`src/rtl/snd_mix_dsm.sv`:
```
// Audio mixer: APU sample plus gain-scaled mapper sample, saturated, one-pole lowpass,
// then a first-order delta-sigma bitstream of the filtered mix.
module snd_mix_dsm (
   input  logic        clk,
   input  logic        rst_n,
   input  logic        smp_stb,
   input  logic [15:0] apu_snd,
   input  logic [15:0] map_snd,
   input  logic [3:0]  map_vol,
   input  logic        mute,
   output logic [15:0] pcm_out,
   output logic        pcm_vld,
   output logic        dac_out
);

   localparam int STAGES = 3;

   typedef struct packed {
      logic [16:0] g;
      logic [15:0] apu;
      logic        mute;
   } s1_t;

   logic [STAGES:0]    vld_pipe;
   s1_t                s1_q;
   logic [15:0]        m_q;
   logic [15:0]        y_q;
   logic [15:0]        acc_q;
   logic               dac_q;

   logic [19:0]        prod;
   logic [17:0]        s_sum;
   logic [15:0]        m_nxt;
   logic signed [16:0] d;
   logic signed [15:0] step;
   logic [16:0]        dsum;

   assign vld_pipe[0] = smp_stb;

   // map_vol / 8: 8 is unity, 15 is 1.875x
   assign prod  = {4'b0, map_snd} * {16'b0, map_vol};
   assign s_sum = {1'b0, s1_q.apu} + {1'b0, s1_q.g};

   always_comb begin
      m_nxt = s_sum[15:0];
      if (s_sum[17:16] != 2'b00) m_nxt = 16'hFFFF;
      if (s1_q.mute)             m_nxt = 16'h0000;
   end

   // Arithmetic shift floors toward -inf, so falls land exactly and rises stop up to 7 short
   assign d    = $signed({1'b0, m_q}) - $signed({1'b0, y_q});
   assign step = 16'(d >>> 3);
   assign dsum = {1'b0, acc_q} + {1'b0, y_q};

   always_ff @(posedge clk or negedge rst_n) begin
      if (!rst_n) begin
         vld_pipe[STAGES:1] <= '0;
         s1_q               <= '0;
         m_q                <= '0;
         y_q                <= '0;
         acc_q              <= '0;
         dac_q              <= 1'b0;
      end else begin
         vld_pipe[STAGES:1] <= vld_pipe[STAGES-1:0];
         if (vld_pipe[0]) begin
            s1_q.g    <= 17'(prod >> 3);
            s1_q.apu  <= apu_snd;
            s1_q.mute <= mute;
         end
         if (vld_pipe[1]) m_q <= m_nxt;
         if (vld_pipe[2]) y_q <= y_q + step;
         acc_q <= dsum[15:0];
         dac_q <= dsum[16];
      end
   end

   assign pcm_out = y_q;
   assign pcm_vld = vld_pipe[STAGES];
   assign dac_out = dac_q;

endmodule

```
`config.mk`:
```
export PLATFORM = sky130hd
export DESIGN_NAME = snd_mix_dsm
export DESIGN_NICKNAME = d
export VERILOG_FILES = /design/src/rtl/snd_mix_dsm.sv
export SDC_FILE = /design/constraint.sdc
export NUM_CORES = 1
export LEC_CHECK = 0
export CORE_ASPECT_RATIO = 0.9
export CORE_MARGIN = 5
export CORE_UTILIZATION = 36
export CTS_CLUSTER_SIZE = 24
export DETAILED_ROUTE_END_ITERATION = 10
export PLACE_DENSITY_LB_ADDON = 0.08
export SYNTH_ARGS = -nofsm -noshare
export SYNTH_HDL_FRONTEND = slang
export SYNTH_SLANG_ARGS = --single-unit
```
`constraint.sdc`:
```
create_clock -name clk -period 4.74 [get_ports clk]
set_input_delay 1.422 -clock clk [delete_from_list [all_inputs] [get_ports clk]]
set_output_delay 1.422 -clock clk [all_outputs]
set_load 0.05 [all_outputs]
```
==> results.sh <==
export IMPL_layout_cells_most_common_list="inv_1 (103), dfrtp_1 (86), ha_1 (85), nand2_1 (72), buf_4 (61)"
export IMPL_critical_path_required_ps=4970
export IMPL_timing_slew_headroom=0.209
export IMPL_max_cap_violations=0
export IMPL_cp_end_kind="flip-flop"
export IMPL_total_number_of_yosys_warnings=0
export IMPL_final_nets=1117
export IMPL_layout_cells_most_common="inv_1"
export IMPL_synthesis_nets=1006
export IMPL_cts_clk_slew_worst_paths_ps=70
export IMPL_cts_made_buffers=9
export IMPL_placementRows=50
export IMPL_grt_start_max_net_pins=71
export IMPL_synth_seq_cells=86
export IMPL_tns_ps=0
export IMPL_floorplan_die_height_um=148
export IMPL_fillCellCount=2124
export IMPL_drt_antenna_violating_nets=0
export IMPL_floorplan_core_area_mm2=0.0209
export IMPL_detail_route_wirelength_um=17300
export IMPL_first_drt_iteration_drcs=275
export IMPL_ios=58
export IMPL_hold_viol_final=0
export IMPL_number_of_clock_sinks_seen_by_cts=86
export IMPL_initial_antenna_violation_count=0
export IMPL_cts_max_level=3
export IMPL_clockRootBuffer="clkbuf_16"
export IMPL_post_route_cells_drive_above_1_share=0.141
export IMPL_setup_violations=0
export IMPL_globalRouteOverflowTotal=0
export IMPL_unrepaired_setup_endpoints_after_global_routing="true"
export IMPL_seq_area_frac_synth=0.281
export IMPL_grt_total_usage=0.149
export IMPL_worst_path_largest_cell_delay_ps=530
export IMPL_die_x_um=164
export IMPL_hold_path_class="flip-flop to flip-flop"
export IMPL_clock_insertion_delay_worst_skew_ps=350
export IMPL_hpwlAfterDp_um=14200
export IMPL_synth_top_cell_by_area="dfrtp_1"
export IMPL_drt_pass1_iter_count=4
export IMPL_async_reset_ff_frac=1.00
export IMPL_timing_worst_slew_pin_value_ps=1180
export IMPL_buffering_stage_count_on_the_worst_path_with_inverters_included=4
export IMPL_dr_total_vias=6124
export IMPL_max_freq_mhz=219
export IMPL_worst_setup_path_type="primary input to flip-flop"
export IMPL_timing_final_crit_period_ps=4560
export IMPL_synth_cells=850
export IMPL_port_buffer_count=57
export IMPL_cts_tree="done"
export IMPL_synth_ff_type="dfrtp_1"
export IMPL_timing_final_max_slew_violations=0
export IMPL_timing_critical_path_from_type="primary input"
export IMPL_number_of_global_route_vias_before_repair=6111
export IMPL_ys_types=67
export IMPL_fp_dieArea_mm2=0.0243
export IMPL_cts_buffer_depth=2
export IMPL_mappedNetlistArea_mm2=0.00767
export IMPL_synth_top_cell_area_share=0.281
export IMPL_vias_per_cell=4.89
export IMPL_cp_slowest_cell="fa_1"
export IMPL_area_growth_syn_to_layout_pct=21.7
export IMPL_run_status="finished, final reports clean"
export IMPL_antenna_cells=0
export IMPL_final_util=0.447
export IMPL_critical_path_top_delay_family="adder cells"
export IMPL_grt_pass1_wl_um=29700
export IMPL_post_cts_hold_buffer_count=0
export IMPL_last_weighted_congestion_value_of_the_routability_driven_placer=0.800
export IMPL_post_drt_wl_per_cell_um=13.8
export IMPL_synth_edf_count=0
export IMPL_finClkSkew_ps=7.57
export IMPL_finalCritPeriodShare=0.963
export IMPL_post_synth_cell_area_avg_um2=9.02
export IMPL_critical_path_cell_chain="dlygate4sd2_1 -> and2_4 -> fa_1 -> inv_1 -> fa_1 -> inv_1 -> ha_1 -> nor2b_2 -> o21ai_2 -> a21boi_2 -> o21ai_0 -> buf_4 -> a211oi_4 -> a21boi_1 -> xnor2_1 -> mux2_2"
export IMPL_worst_ep_arrival_time_ps=4800
export IMPL_drc=0
export IMPL_path_max_fanout=7
export IMPL_ys_top_cells_by_area="dfrtp_1 (28%), ha_1 (14%), fa_1 (8.1%)"
export IMPL_start_util=0.367
what timing repair did:
item / CTS / global route
pin swaps: 2 / 7
gates resized for setup: 6 / 24
endpoints found under the setup margin: 11 / 10
setup buffers: 0 / 1
sequential cells by signal, summed over array words and instances (netlist names):
signal and count:
pcm_vld 1, acc_q 16, pcm_out 16, vld_pipe 2
m_q 16, s1_q 34, dac_out 1
synthesized netlist by cell type (all sizes together) (15+ instances only):
cell    number
xnor2       44
inv        103
dfrtp       86
nand2       72
and2        42
ha          85
nor3        15
fa          31
a21o        15
nor2        47
a21oi       50
o21ai       47
mux2        25
clkbuf      15
layer usage:
layer	global-route usage	part of all wire
met5	0	0
met4	0.0302	0.011
met3	0.0321	0.030
met2	0.230	0.43
met1	0.216	0.52
metrics by stage:
step	instances	instance area [um^2]	hold slack [ps]	setup WS, ps
global route	1252	9340	489	-0.907
global placement	1235	8980	455	-591
detailed placement	1235	8980	462	-717
finish	1252	9340	477	178
CTS	1251	9280	478	-15.1
floorplan	850	7670	352	21.2
area by class of cell:
| class | count | area (um^2) | share of cell area |
|---|---|---|---|
| Clock buffer | 9 | 225 | 0.0241 |
| Clock inverter | 7 | 73.8 | 0.00791 |
| Inverter | 104 | 390 | 0.0418 |
| Multi-Input combinational cell | 641 | 5090 | 0.545 |
| Sequential cell | 86 | 2150 | 0.231 |
| Tap cell | 286 | 358 | 0.0383 |
| Timing Repair Buffer | 119 | 1040 | 0.112 |
cells by family (layout without fill, tap and decap cells):
logic type                 count (synthesis)  in the layout  share of synthesized area
AOI/OAI and AO/OA                        207            207                      0.181
xor gates and xnor gates                  53             53                     0.0605
adders and majority gates                116            116                      0.220
buffers and inverters                    123            239                     0.0615
DFF                                       86             86                      0.281
muxes                                     31             31                     0.0445
and+or+nand+nor                          234            234                      0.153
worst paths after layout:
check	endpoint	startpoint	slack, ps	cells after the start
worst min register to register	acc_q[0]	acc_q[0]	480	1
min in group asynchronous	acc_q[3]	rst_n	1160	1
worst max register to register	pcm_out[15]	pcm_out[1]	480	18
worst max-delay path	s1_q[28]	map_vol[3]	180	16
worst min-delay path	acc_q[0]	acc_q[0]	480	1
max in group asynchronous	pcm_out[12]	rst_n	2780	2
Power is not shown: default switching activity piles up to over one toggle a cycle in this logic, so the estimate is an artifact.
